### config.mk
export PLATFORM = sky130hd
export DESIGN_NAME = ssi_selftest_ctrl_flat
export DESIGN_NICKNAME = d
export VERILOG_FILES = /design/src/rtl/ssi_pkg.sv /design/src/rtl/ssi_selftest_ctrl_if.sv /design/src/rtl/ssi_golden.sv /design/src/rtl/ssi_selftest_ctrl.sv /design/src/flat_wrapper.sv
export SDC_FILE = /design/constraint.sdc
export NUM_CORES = 1
export LEC_CHECK = 0
export BUFFER_PORTS_ARGS = -buffer_cell sky130_fd_sc_hd__buf_2
export CAP_MARGIN = 15
export CORE_UTILIZATION = 50
export CTS_CLUSTER_SIZE = 14
export DETAILED_ROUTE_END_ITERATION = 16
export PLACE_DENSITY_LB_ADDON = 0.1
export SLEW_MARGIN = 20
export SYNTH_ARGS = -nofsm -noshare
export SYNTH_HDL_FRONTEND = slang
export SYNTH_SLANG_ARGS = --single-unit
### constraint.sdc
create_clock -name CLK -period 5.65 [get_ports CLK]
set_clock_uncertainty 0.2 [all_clocks]
set_input_delay 1.13 -clock CLK [delete_from_list [all_inputs] [get_ports CLK]]
set_output_delay 1.13 -clock CLK [all_outputs]
set_load 0.01 [all_outputs]
### src/rtl/ssi_pkg.sv
// Shared types and helpers for the SSI gate-library self-test sequencer:
// FSM states, IN-bus pair offsets, OUT-bus gate indices and the reference model.
package ssi_pkg;

  typedef enum logic [2:0] {
    ST_IDLE   = 3'd0,
    ST_DRIVE  = 3'd1,
    ST_SETTLE = 3'd2,
    ST_CHECK  = 3'd3,
    ST_DONE   = 3'd4
  } state_e;

  // Low bit position of each gate's input field on the 15-bit IN bus
  localparam int unsigned OFS_AND  = 0;
  localparam int unsigned OFS_OR   = 2;
  localparam int unsigned OFS_NOT  = 4;
  localparam int unsigned OFS_NAND = 5;
  localparam int unsigned OFS_NOR  = 7;
  localparam int unsigned OFS_XOR  = 9;
  localparam int unsigned OFS_XNOR = 11;
  localparam int unsigned OFS_TRI  = 13;

  localparam int unsigned G_AND  = 0;
  localparam int unsigned G_OR   = 1;
  localparam int unsigned G_NOT  = 2;
  localparam int unsigned G_NAND = 3;
  localparam int unsigned G_NOR  = 4;
  localparam int unsigned G_XOR  = 5;
  localparam int unsigned G_XNOR = 6;
  localparam int unsigned G_TRI  = 7;

  function automatic logic [14:0] pattern_bus(input logic [1:0] p);
    logic [14:0] bus;
    bus                = 15'd0;
    bus[OFS_AND  +: 2] = p;
    bus[OFS_OR   +: 2] = p;
    bus[OFS_NOT]       = p[0];
    bus[OFS_NAND +: 2] = p;
    bus[OFS_NOR  +: 2] = p;
    bus[OFS_XOR  +: 2] = p;
    bus[OFS_XNOR +: 2] = p;
    // TRI field is {enable, data}
    bus[OFS_TRI  +: 2] = p;
    return bus;
  endfunction

  // Returns {mask, expected}; the tri-state bit is only compared when enabled
  function automatic logic [15:0] exp_out(input logic [1:0] p);
    logic       a;
    logic       b;
    logic [7:0] e;
    logic [7:0] m;
    a         = p[1];
    b         = p[0];
    e         = 8'd0;
    e[G_AND]  = a & b;
    e[G_OR]   = a | b;
    e[G_NOT]  = ~b;
    e[G_NAND] = ~(a & b);
    e[G_NOR]  = ~(a | b);
    e[G_XOR]  = a ^ b;
    e[G_XNOR] = ~(a ^ b);
    e[G_TRI]  = a & b;
    m         = 8'h7F;
    m[G_TRI]  = a;
    return {m, e};
  endfunction

endpackage

### src/rtl/ssi_selftest_ctrl_if.sv
// Handshake and gate-library bus bundle between the self-test sequencer
// (master) and the switches/bench plus library instance (slave).
interface ssi_selftest_ctrl_if;
  logic        START;
  logic        CONT;
  logic [14:0] DUT_IN;
  logic [7:0]  DUT_OUT;
  logic        BUSY;
  logic        DONE;
  logic        PASS;
  logic [7:0]  ERR_MASK;
  logic [2:0]  FAIL_CNT;
  logic [1:0]  PAT;

  modport master (
    input  START, CONT, DUT_OUT,
    output DUT_IN, BUSY, DONE, PASS, ERR_MASK, FAIL_CNT, PAT
  );

  modport slave (
    output START, CONT, DUT_OUT,
    input  DUT_IN, BUSY, DONE, PASS, ERR_MASK, FAIL_CNT, PAT
  );
endinterface

### src/rtl/ssi_golden.sv
// Combinational expected-value and compare-mask generator for one input
// pattern of the SSI gate library.
module ssi_golden
  import ssi_pkg::*;
(
  input  logic [1:0] pat,
  output logic [7:0] exp_val,
  output logic [7:0] mask
);

  // Expected OUT bus and compare mask for the current pattern
  always_comb begin
    {mask, exp_val} = exp_out(pat);
  end

endmodule

### src/rtl/ssi_selftest_ctrl.sv
// Self-test sequencer: sweeps the four input patterns through the gate
// library, checks OUT after a settle delay and reports per-gate errors.
module ssi_selftest_ctrl
  import ssi_pkg::*;
#(
  parameter int unsigned SETTLE_CYCLES = 2,
  parameter logic        CONT_DEFAULT  = 1'b0
) (
  input logic                  CLK,
  input logic                  RST_n,
  ssi_selftest_ctrl_if.master  bus
);

  localparam logic [3:0] CNT_LOAD = 4'(SETTLE_CYCLES - 1);

  state_e      state_q, state_d;
  logic [1:0]  pat_q, pat_d;
  logic [3:0]  cnt_q, cnt_d;
  logic        start_prev_q, start_prev_d;
  logic        cont_q, cont_d;
  logic [14:0] dut_in_q, dut_in_d;
  logic        busy_q, busy_d;
  logic        done_q, done_d;
  logic        pass_q, pass_d;
  logic [7:0]  err_mask_q, err_mask_d;
  logic [2:0]  fail_cnt_q, fail_cnt_d;
  logic [7:0]  exp_s, mask_s, diff_s;

  ssi_golden u_golden (
    .pat     (pat_q),
    .exp_val (exp_s),
    .mask    (mask_s)
  );

  assign diff_s = (bus.DUT_OUT ^ exp_s) & mask_s;

  // Next-state and next-output logic of the sweep sequencer
  always_comb begin
    state_d      = state_q;
    pat_d        = pat_q;
    cnt_d        = cnt_q;
    start_prev_d = bus.START;
    cont_d       = cont_q;
    dut_in_d     = dut_in_q;
    busy_d       = busy_q;
    done_d       = 1'b0;
    pass_d       = pass_q;
    err_mask_d   = err_mask_q;
    fail_cnt_d   = fail_cnt_q;
    case (state_q)
      ST_IDLE: begin
        if (bus.START && !start_prev_q) begin
          err_mask_d = 8'h00;
          fail_cnt_d = 3'd0;
          pass_d     = 1'b0;
          pat_d      = 2'd0;
          cont_d     = bus.CONT;
          busy_d     = 1'b1;
          state_d    = ST_DRIVE;
        end else begin
          state_d    = ST_IDLE;
        end
      end
      ST_DRIVE: begin
        dut_in_d = pattern_bus(pat_q);
        cnt_d    = CNT_LOAD;
        state_d  = ST_SETTLE;
      end
      ST_SETTLE: begin
        if (cnt_q == 4'd0) begin
          state_d = ST_CHECK;
        end else begin
          cnt_d   = cnt_q - 4'd1;
        end
      end
      ST_CHECK: begin
        err_mask_d = err_mask_q | diff_s;
        fail_cnt_d = fail_cnt_q + {2'b00, |diff_s};
        if (pat_q == 2'd3) begin
          // PASS includes the final pattern's result, so it uses err_mask_d
          done_d  = 1'b1;
          pass_d  = (err_mask_d == 8'h00);
          state_d = ST_DONE;
        end else begin
          pat_d   = pat_q + 2'd1;
          state_d = ST_DRIVE;
        end
      end
      ST_DONE: begin
        if (cont_q && bus.START) begin
          err_mask_d = 8'h00;
          fail_cnt_d = 3'd0;
          pat_d      = 2'd0;
          state_d    = ST_DRIVE;
        end else begin
          busy_d     = 1'b0;
          state_d    = ST_IDLE;
        end
      end
      default: begin
        busy_d  = 1'b0;
        state_d = ST_IDLE;
      end
    endcase
  end

  // State and registered-output flops
  always_ff @(posedge CLK or negedge RST_n) begin
    if (!RST_n) begin
      state_q      <= ST_IDLE;
      pat_q        <= 2'd0;
      cnt_q        <= 4'd0;
      start_prev_q <= 1'b0;
      cont_q       <= CONT_DEFAULT;
      dut_in_q     <= 15'd0;
      busy_q       <= 1'b0;
      done_q       <= 1'b0;
      pass_q       <= 1'b0;
      err_mask_q   <= 8'h00;
      fail_cnt_q   <= 3'd0;
    end else begin
      state_q      <= state_d;
      pat_q        <= pat_d;
      cnt_q        <= cnt_d;
      start_prev_q <= start_prev_d;
      cont_q       <= cont_d;
      dut_in_q     <= dut_in_d;
      busy_q       <= busy_d;
      done_q       <= done_d;
      pass_q       <= pass_d;
      err_mask_q   <= err_mask_d;
      fail_cnt_q   <= fail_cnt_d;
    end
  end

  assign bus.DUT_IN   = dut_in_q;
  assign bus.BUSY     = busy_q;
  assign bus.DONE     = done_q;
  assign bus.PASS     = pass_q;
  assign bus.ERR_MASK = err_mask_q;
  assign bus.FAIL_CNT = fail_cnt_q;
  assign bus.PAT      = pat_q;

endmodule
### src/flat_wrapper.sv
// flat-port wrapper written by rule: the top's interface ports become plain ports
module ssi_selftest_ctrl_flat import ssi_pkg::*;
#(
  parameter int unsigned SETTLE_CYCLES = 2,
  parameter logic        CONT_DEFAULT  = 1'b0
)
  (CLK, RST_n, bus_START, bus_CONT, bus_DUT_OUT, bus_DUT_IN, bus_BUSY, bus_DONE, bus_PASS, bus_ERR_MASK, bus_FAIL_CNT, bus_PAT);
  ssi_selftest_ctrl_if bus_i ();
  input logic CLK;
  input logic RST_n;
  input wire logic [$bits(bus_i.START)-1:0] bus_START;
  input wire logic [$bits(bus_i.CONT)-1:0] bus_CONT;
  input wire logic [$bits(bus_i.DUT_OUT)-1:0] bus_DUT_OUT;
  output wire logic [$bits(bus_i.DUT_IN)-1:0] bus_DUT_IN;
  output wire logic [$bits(bus_i.BUSY)-1:0] bus_BUSY;
  output wire logic [$bits(bus_i.DONE)-1:0] bus_DONE;
  output wire logic [$bits(bus_i.PASS)-1:0] bus_PASS;
  output wire logic [$bits(bus_i.ERR_MASK)-1:0] bus_ERR_MASK;
  output wire logic [$bits(bus_i.FAIL_CNT)-1:0] bus_FAIL_CNT;
  output wire logic [$bits(bus_i.PAT)-1:0] bus_PAT;
  assign bus_i.START = bus_START;
  assign bus_i.CONT = bus_CONT;
  assign bus_i.DUT_OUT = bus_DUT_OUT;
  assign bus_DUT_IN = bus_i.DUT_IN;
  assign bus_BUSY = bus_i.BUSY;
  assign bus_DONE = bus_i.DONE;
  assign bus_PASS = bus_i.PASS;
  assign bus_ERR_MASK = bus_i.ERR_MASK;
  assign bus_FAIL_CNT = bus_i.FAIL_CNT;
  assign bus_PAT = bus_i.PAT;
  ssi_selftest_ctrl #(.SETTLE_CYCLES(SETTLE_CYCLES), .CONT_DEFAULT(CONT_DEFAULT)) u_core (.CLK(CLK), .RST_n(RST_n), .bus(bus_i));
endmodule
Yosys cells after proc, flatten, opt, wreduce, memory -nomap -nowiden
Index checks and enable logic that the tools add are counted.
W data, S select, Z words.
{"block": "totals", "regBits": 40, "latch_bits": 0, "mem_bits_rw": 0, "mem_bits_ro": 0, "in_bits": 12, "out_inout_bits": 31, "wordCells": 79, "memories": 0}
{"block": "classes", "addsub": 3, "n_mul": 0, "div": 0, "n_lt_le_gt_ge": 0, "eq_ne": 12, "n_shift": 0, "muxes": 25, "bitwise": 11, "reduce_logical": 17}
{"operator": "$pmux W8 S3", "count": 1}
{"operator": "$mux W8", "count": 2}
{"operator": "$pmux W3 S5", "count": 1}
{"operator": "$mux W3", "count": 4}
{"operator": "$pmux W3 S3", "count": 1}
{"operator": "$reduce_and A3 Y1", "count": 3}
{"operator": "$and A8 B8 Y8", "count": 1}
{"operator": "$logic_not A8 Y1", "count": 1}
{"operator": "$mux W1", "count": 8}
{"operator": "$ne A2 B1 Y1 const B", "count": 4}
{"operator": "$or A8 B8 Y8", "count": 1}
{"operator": "$pmux W4 S2", "count": 1}
{"operator": "$reduce_or A8 Y1", "count": 1}
{"operator": "$xor A8 B8 Y8", "count": 1}
{"operator": "$eq A3 B2 Y1 const B", "count": 2}
{"operator": "$mux W2", "count": 3}
{"operator": "$ne A2 B2 Y1 const B", "count": 3}
{"operator": "$pmux W2 S3", "count": 1}
{"operator": "$not A1 Y1", "count": 5}
{"operator": "$logic_not A4 Y1", "count": 1}
{"operator": "$mux W4", "count": 1}
{"operator": "$reduce_and A2 Y1", "count": 2}
{"operator": "$reduce_and A4 Y1", "count": 1}
{"operator": "$reduce_bool A2 Y1", "count": 2}
{"operator": "16 further kinds", "count": 17}

Longest topological paths before layout
Gate-level depths: netlist of the first run.
{"block": "logic_depth", "word_depth": 8, "ltp_mapped": 10, "depth_no_buf": 10}

By module
Synthesis of the first run repeated with hierarchy kept, for this count alone.
{"block": "hier_totals", "cells_unflattened": 164, "area_unflattened_um2": 1620.3}
{"mod": "ssi_selftest_ctrl", "n_inst": 1, "cells_each": 145, "area_each_um2": 1480.2, "seq_area_each_um2": 675.6}
{"mod": "ssi_golden", "n_inst": 1, "cells_each": 19, "area_each_um2": 140.1, "seq_area_each_um2": 0.0}

Worst setup path before layout of the first run
OpenSTA, ideal clock, no wires.
{"block": "synth_timing", "path_kind": "input port to flip-flop", "startpoint": "in bus_DUT_OUT[7]", "endpoint": "reg u_core.fail_cnt_q[2] (netlist: u_core.bus.FAIL_CNT[2])", "setup_time_ps": 121, "t_arrival_ps": 2211, "t_required_ps": 5329, "setup_slack_ps": 3118, "stages": 8, "path_buffers": 0, "path_cell_list": "xor2_1 > a211oi_1 > nand3_1 > ha_1 > ha_1 > nand2_1 > xor2_1 > nor2_1"}
{"block": "synth_between", "elab_chain_cells": 5}
{"element": "start, declared", "line_no": "flat_wrapper.sv:13", "rtl": "input wire logic [$bits(bus_i.DUT_OUT)-1:0] bus_DUT_OUT;"}
{"element": "$xor A8 B8 Y8", "line_no": "ssi_selftest_ctrl.sv:35", "rtl": "assign diff_s = (bus.DUT_OUT ^ exp_s) & mask_s;"}
{"element": "$and A8 B8 Y8", "line_no": "ssi_selftest_ctrl.sv:35"}
{"element": "$reduce_or A8 Y1", "line_no": "ssi_selftest_ctrl.sv:78", "rtl": "fail_cnt_d = fail_cnt_q + {2'b00, |diff_s};"}
{"element": "$add A3 B1 Y3", "line_no": "ssi_selftest_ctrl.sv:78"}
{"element": "$pmux W3 S3", "line_no": "ssi_selftest_ctrl.sv:50", "rtl": "case (state_q)"}
{"element": "end signal, assigned", "line_no": "ssi_selftest_ctrl.sv:132", "rtl": "fail_cnt_q <= fail_cnt_d;"}
{"element": "end, declared", "line_no": "ssi_selftest_ctrl.sv:26", "rtl": "logic [2:0] fail_cnt_q, fail_cnt_d;"}
Every way passes these cells.
A chain may end at the register's enable or synchronous reset.

Worst setup path in the final report of the first run
{"block": "layout_timing", "startpoint": "in bus_START", "endpoint": "reg u_core.pat_q[0] (netlist: u_core.bus.PAT[0])"}
{"block": "layout_between", "elab_chain_cells": 3, "elab_cells_between_ends": 5, "classes_between": "2 x eq/ne; 3 x reduce/logical"}
{"element": "start, declared", "line_no": "flat_wrapper.sv:11", "rtl": "input wire logic [$bits(bus_i.START)-1:0] bus_START;"}
{"element": "$logic_and A1 B1 Y1, on equally long branches", "line_no": "ssi_selftest_ctrl.sv:90, ssi_selftest_ctrl.sv:52"}
{"element": "$ne A2 B1 Y1 (no line)"}
{"element": "$reduce_and A4 Y1 (no line) (*)"}
{"element": "end signal, assigned", "line_no": "ssi_selftest_ctrl.sv:123", "rtl": "pat_q <= pat_d;"}
{"element": "end, declared", "line_no": "ssi_selftest_ctrl.sv:17", "rtl": "logic [1:0] pat_q, pat_d;"}
Every way passes the cells marked *; elsewhere a longest branch is shown, timed or not.

==> impl_metrics.py, run 1 <==
metrics = {
    "run_status": {
        "status": "finished, final reports clean",
    },
    "worst_setup_path": {
        "cp_slowest_cell": "a2111oi_4",
        "cp_cell_sequence": "buf_2 > nand2b_1 > a2111oi_4 > o21bai_1 > mux2_2",
        "worst_r2r_endpoint": "u_core.bus.FAIL_CNT[2]",
        "crit_type": "in2reg",
        "reg2reg_depth": 9,
        "worstPathMaxFanout": 13,
        "worstPathRequired_ns": 5.66,
        "start_kind": "input pin",
        "r2r-start": "u_core.bus.PAT[1]",
        "cp.arrival_ns": 2.50,
        "crit_path_max_incr_delay_ns": 0.72,
        "critPathCaptureType": "flip-flop",
        "crit_path_end": "u_core.bus.PAT[0]",
        "critPathLaunch": "bus_START",
        "r2r_slack_ns": 3.17,
    },
    "place": {
        "place_hpwl_mm": 2.03,
        "gp_congestion": 0.808,
        "io_buffers": 42,
    },
    "clock_tree": {
        "clockBufferDepth": 2,
        "hold_buffers": 0,
        "clkSinkCount": 27,
        "postCtsSetupRepairBufs": 0,
        "cts_resized": 0,
        "clock_latency_ns": 0.31,
        "clockRootBuffer": "clkbuf_4",
        "h-tree-depth": 1,
        "cts_made_buffers": 3,
        "cts_tree": "done",
        "clk_pin_slew_worst_paths_ns": 0.14,
    },
    "timing": {
        "max_slew.worst_pin.slew_ns": 0.720,
        "fin_crit_ns": 2.49,
        "setup_violations": 0,
        "max_freq_mhz": 402,
        "slew_viol_final": 0,
        "grt_setup_unrepaired": "no",
        "fin_setup_tns_ns": 0,
        "fin_crit_sh_pct": 44.1,
        "hold_viol": 0,
        "relSlewSlack_pct": 52.0,
    },
    "logic_synthesis": {
        "yosysWarnings": 0,
        "syn-cell-area_um2": 1470,
        "syn-instance-count": 147,
        "synth.avg_cell_area_um2": 10.0,
        "synth_cell_type_count": 34,
        "synth_nets": 165,
        "ys.flop_type": "dfrtp_1",
        "synth_area_leader_cell": "dfrtp_1",
        "yosysMostFrequentCell": "dfrtp_1",
        "synth-edff-count": 0,
        "synth_seq_cells": 27,
        "synth_common_cells": "dfrtp_1, nor2_1, buf_4",
        "ys_async_sr_fraction_pct": 100,
        "yosysTopAreaCellShare_pct": 45.9,
        "synthTopCellsByArea": "dfrtp_1, buf_4, ha_1",
        "ys_seq_area_share_pct": 45.9,
    },
    "final_layout": {
        "final_core_util_pct": 58.0,
        "drive_gt1_share_pct": 30.1,
        "nNetsFinal": 192,
        "diodes": 0,
        "syn_to_final_growth_pct": 9.52,
        "nFillCells": 255,
    },
    "pwr": {
        "pwr-share-clk_pct": 9.2,
        "switching_share_pct": 43.8,
        "p_comb_share_pct": 49.7,
        "p_int_uw": 494,
        "p_switching_uw": 384,
        "power.density_nw_per_um2": 544,
        "leakagePower_uw": 0.000791,
        "peakVddDrop_v": 0.000372,
        "sequentialPowerShare_pct": 41.1,
    },
    "floorplanning": {
        "die_h_um": 56.3,
        "num_rows": 19,
        "die_x_um": 56.3,
        "io_pins": 43,
        "coreArea_um2": 2780,
        "start_util_pct": 52.9,
        "die_area_um2": 3170,
    },
    "global_route": {
        "grtUsageTotal_pct": 18.4,
        "grt_antenna_before_repair": 0,
        "grt_overflow": 0,
        "grt_max_degree": 28,
        "grt_pass1_wl_mm": 4.69,
        "grt_pass1_vias": 1076,
    },
    "drt": {
        "wire_per_inst_um": 13.1,
        "first_pass_iters": 4,
        "viasPerCell": 5.34,
        "drc_errors": 0,
        "drt_iter0_drc": 23,
        "vias": 1090,
        "ant_nets": 0,
        "drt-total-wl_mm": 2.66,
    },
    "min_path": {
        "hp-class": "reg2reg",
    },
    "run": {
        "cap_violations": 0,
    },
}
[cell usage in the layout (no fill, tap or decap)]
cell,instances
a2111oi_4,1
a211oi_1,1
a21oi_1,9
a21oi_2,1
a22o_1,1
a31oi_1,1
a32o_1,1
and2_1,2
and3b_1,1
buf_2,42
clkbuf_1,1
clkbuf_4,3
dfrtp_1,27
ha_1,6
inv_1,6
mux2_1,1
mux2_2,4
nand2_1,8
nand2b_1,3
nand3_1,4
nand4_1,3
nor2_1,18
nor2b_1,2
nor3_1,3
nor4_1,3
o21ai_0,3
o21bai_1,1
o22ai_1,2
o32ai_1,1
or3b_1,1
or4b_4,1
xnor2_1,5
xor2_1,7
[logic make-up (layout without fill, tap and decap cells)]
family          after synthesis  after routing  synth area share (%)
xor+xnor                     12             12                  7.14
compound gates               22             22                  10.7
mux                           5              5                  3.82
flops                        27             27                  45.9
fa+ha+maj                     6              6                  5.10
simple gates                 49             49                  16.7
buf+inv                      26             52                  10.7
[power by group through the flow]
stage / clock network, uW / registers [uW] / logic [uW]
2_1_floorplan: 0 / 361 / 351
3_3_place_gp: 0 / 361 / 429
3_5_place_dp: 0 / 366 / 439
4_1_cts: 85.3 / 362 / 441
5_1_grt: 91.9 / 378 / 489
6_report: 81.1 / 361 / 436
[routing by layer]
| layer | share of wire, % | wire [um] | track usage [%] | vias up |
|---|---|---|---|---|
| met5 | 0 | 0 | 0 | - |
| met4 | 0.64 | 17 | 4.18 | 0 |
| met3 | 2.8 | 74 | 2.07 | 2 |
| met2 | 51 | 1360 | 32.7 | 25 |
| met1 | 45 | 1210 | 24.2 | 526 |
| li1 | - | - | - | 537 |
[stage by stage]
stage / worst slack [ns] / hold slack (ns) / cell area (um2) / std cells / power (uW)
finish: 3.16 / 0.346 / 1610 / 204 / 878
global route: 2.96 / 0.381 / 1610 / 204 / 959
CTS: 3.15 / 0.350 / 1610 / 204 / 888
detailed placement: 2.80 / 0.318 / 1590 / 200 / 805
global placement: 2.86 / 0.312 / 1590 / 200 / 790
floorplan: 3.12 / 0.300 / 1470 / 147 / 711
[worst max-delay path: cells and delay by family]
| kind | cells | cell delay [ns] |
|---|---|---|
| simple gates | 1 | 0.12 |
| buf+inv | 1 | 0.09 |
| mux | 1 | 0.29 |
| compound gates | 2 | 0.88 |
[sequential cells by signal (all words and copies together), names as in the netlist]
signal,count
u_core.bus.BUSY,1
u_core.bus.PAT,2
u_core.bus.FAIL_CNT,3
u_core.bus.DONE,1
u_core.cnt_q,4
u_core.start_prev_q,1
u_core.bus.DUT_IN,2
u_core.bus.ERR_MASK,8
u_core.cont_q,1
u_core.state_q,3
u_core.bus.PASS,1
[worst min-delay path by stage]
stage                           startpoint                     end  cells past startpoint  slack (ns)
finish              u_core.bus.ERR_MASK[4]  u_core.bus.ERR_MASK[4]                      2        0.35
global route        u_core.bus.ERR_MASK[1]  u_core.bus.ERR_MASK[1]                      2        0.38
CTS                 u_core.bus.ERR_MASK[4]  u_core.bus.ERR_MASK[4]                      2        0.35
detailed placement  u_core.bus.ERR_MASK[4]  u_core.bus.ERR_MASK[4]                      2        0.32
global placement    u_core.bus.ERR_MASK[4]  u_core.bus.ERR_MASK[4]                      2        0.31
floorplan                  u_core.cnt_q[3]         u_core.cnt_q[3]                      2        0.30
[area by class of cell]
cell class	instances	area, um2	area share (%)
flip-flops and latches	27	676	41.9
inverters	6	22.5	1.40
multi-input cells	94	639	39.6
repair buffers	42	210	13.0
clock buffers	4	26.3	1.63
well taps	31	38.8	2.40
(Power assumes the default switching activity.)
==> run 2: changes to the inputs <==
Clock period 5.65 ns to 2.4 ns, I/O delays scaled along.
==> impl_metrics.py, run 2 (synthesized netlist as in run 1, its figures left out) <==
metrics = {
    "final_layout": {
        "syn_to_final_growth_pct": 13.4,
        "final_core_util_pct": 60.1,
        "largest_reg_flops": 8,
        "layout_commonest_cell": "buf_2",
        "nFillCells": 246,
        "drive_gt1_share_pct": 32.8,
        "nNetsFinal": 199,
        "diodes": 0,
        "final_cell_mix": "buf_2, dfrtp_1, nor2_1",
        "finalNonFillerCells": 211,
    },
    "floorplanning": {
        "io_pins": 43,
        "start_util_pct": 52.9,
        "die_area_um2": 3170,
        "die_x_um": 56.3,
        "coreArea_um2": 2780,
        "die_h_um": 56.3,
        "num_rows": 19,
    },
    "timing": {
        "fin_crit_sh_pct": 93.9,
        "fin_setup_tns_ns": 0,
        "relSlewSlack_pct": 60.0,
        "fin_crit_ns": 2.25,
        "setup_violations": 0,
        "slew_viol_final": 0,
        "max_freq_mhz": 444,
        "grt_setup_unrepaired": "no",
        "hold_viol": 0,
        "max_slew.worst_pin.slew_ns": 0.600,
    },
    "drt": {
        "drt_iter0_drc": 44,
        "vias": 1113,
        "drc_errors": 0,
        "first_pass_iters": 4,
        "ant_nets": 0,
        "wire_per_inst_um": 13.0,
        "viasPerCell": 5.27,
        "drt-total-wl_mm": 2.74,
    },
    "worst_setup_path": {
        "critPathCaptureType": "flip-flop",
        "crit_path_end": "u_core.bus.FAIL_CNT[2]",
        "reg2reg_depth": 10,
        "cp_slowest_cell": "dfrtp_1",
        "cp.arrival_ns": 2.27,
        "cp.depth": 10,
        "r2r-start": "u_core.bus.PAT[1]",
        "worstPathMaxFanout": 3,
        "path_buf_inv": 1,
        "worst_r2r_endpoint": "u_core.bus.FAIL_CNT[2]",
        "worstPathRequired_ns": 2.42,
        "crit_type": "reg2reg",
        "critical-path-top-delay-family": "adder cells",
        "crit_path_max_incr_delay_ns": 0.42,
        "critPathLaunch": "u_core.bus.PAT[1]",
        "start_kind": "flip-flop",
        "r2r_slack_ns": 0.15,
        "cp_cell_sequence": "buf_4 > ha_1 > xor2_1 > a211oi_1 > nand3_1 > ha_2 > ha_1 > nand2_1 > xor2_1 > nor2_1",
    },
    "pwr": {
        "power.total_uw": 2120,
        "power.density_nw_per_um2": 1270,
        "peakVddDrop_v": 0.000890,
        "leakagePower_uw": 0.000825,
    },
    "clock_tree": {
        "clock_latency_ns": 0.31,
        "clkSinkCount": 27,
        "clockRootBuffer": "clkbuf_4",
        "cts_made_buffers": 3,
        "clk_pin_slew_worst_paths_ns": 0.14,
        "h-tree-depth": 1,
        "cts_tree": "done",
        "clockBufferDepth": 2,
    },
    "min_path": {
        "min_from": "bus_START",
        "hp-class": "in2reg",
    },
    "global_route": {
        "grt_overflow": 0,
        "grt_pass1_vias": 1039,
        "grtUsageTotal_pct": 18.1,
        "grt_max_degree": 28,
        "grt_antenna_before_repair": 0,
        "grt_pass1_wl_mm": 4.61,
    },
    "run_status": {
        "status": "finished, final reports clean",
    },
    "place": {
        "place_hpwl_mm": 2.04,
        "io_buffers": 42,
        "gp_congestion": 0.834,
        "dp_cells": 204,
    },
    "run": {
        "cap_violations": 0,
    },
}
[run 2: worst min-delay path by stage]
stage	slack (ns)	end	cells past startpoint
floorplan	-0.02	u_core.bus.BUSY	0
global placement	0.31	u_core.bus.ERR_MASK[1]	2
detailed placement	0.32	u_core.cont_q	1
CTS	0.08	u_core.start_prev_q	1
global route	0.07	u_core.start_prev_q	1
finish	0.09	u_core.start_prev_q	1
[run 2: power by group]
group / switching (uW) / internal, uW
clock: 127 / 64.8
combinational: 588 / 503
sequential: 199 / 637
[run 2: final cells by class]
cell class	count	area [um2]	area share, %
inverter	6	22.5	1.35
clock buffer	4	26.3	1.57
sequential	27	676	40.4
tap	31	38.8	2.32
multi-input combinational	94	642	38.4
timing repair buffer	49	265	15.9
[run 2: what timing repair did]
| item | 4_1_cts | 5_1_grt |
|---|---|---|
| hold endpoints to repair | 27 | 0 |
| setup endpoints to repair | 0 | 2 |
| gates resized for setup | 0 | 1 |
| buffers inserted | 0 | 2 |
| hold buffers | 1 | 0 |
[run 2: routing by layer]
layer	track usage [%]	routed length (um)
met5	0	0
met2	31.0	1340
met3	2.07	106
met1	25.2	1280
met4	3.14	19
[run 2: worst register-to-register path, cell delays in order (launching register included)]
cell,delay [ns]
dfrtp_1,0.42
buf_4,0.15
ha_1,0.21
xor2_1,0.18
a211oi_1,0.24
nand3_1,0.14
ha_2,0.20
ha_1,0.17
nand2_1,0.07
xor2_1,0.15
nor2_1,0.06
[run 2: per-stage QoR]
step	setup slack, ns	cell area, um2	hold WS (ns)
final	0.147	1670	0.0857
after global routing	0.00727	1670	0.0741
after floorplan	0.103	1470	-0.0156
after global placement	0.161	1620	0.307
after detailed placement	0.0925	1620	0.320
after CTS	0.0639	1650	0.0781
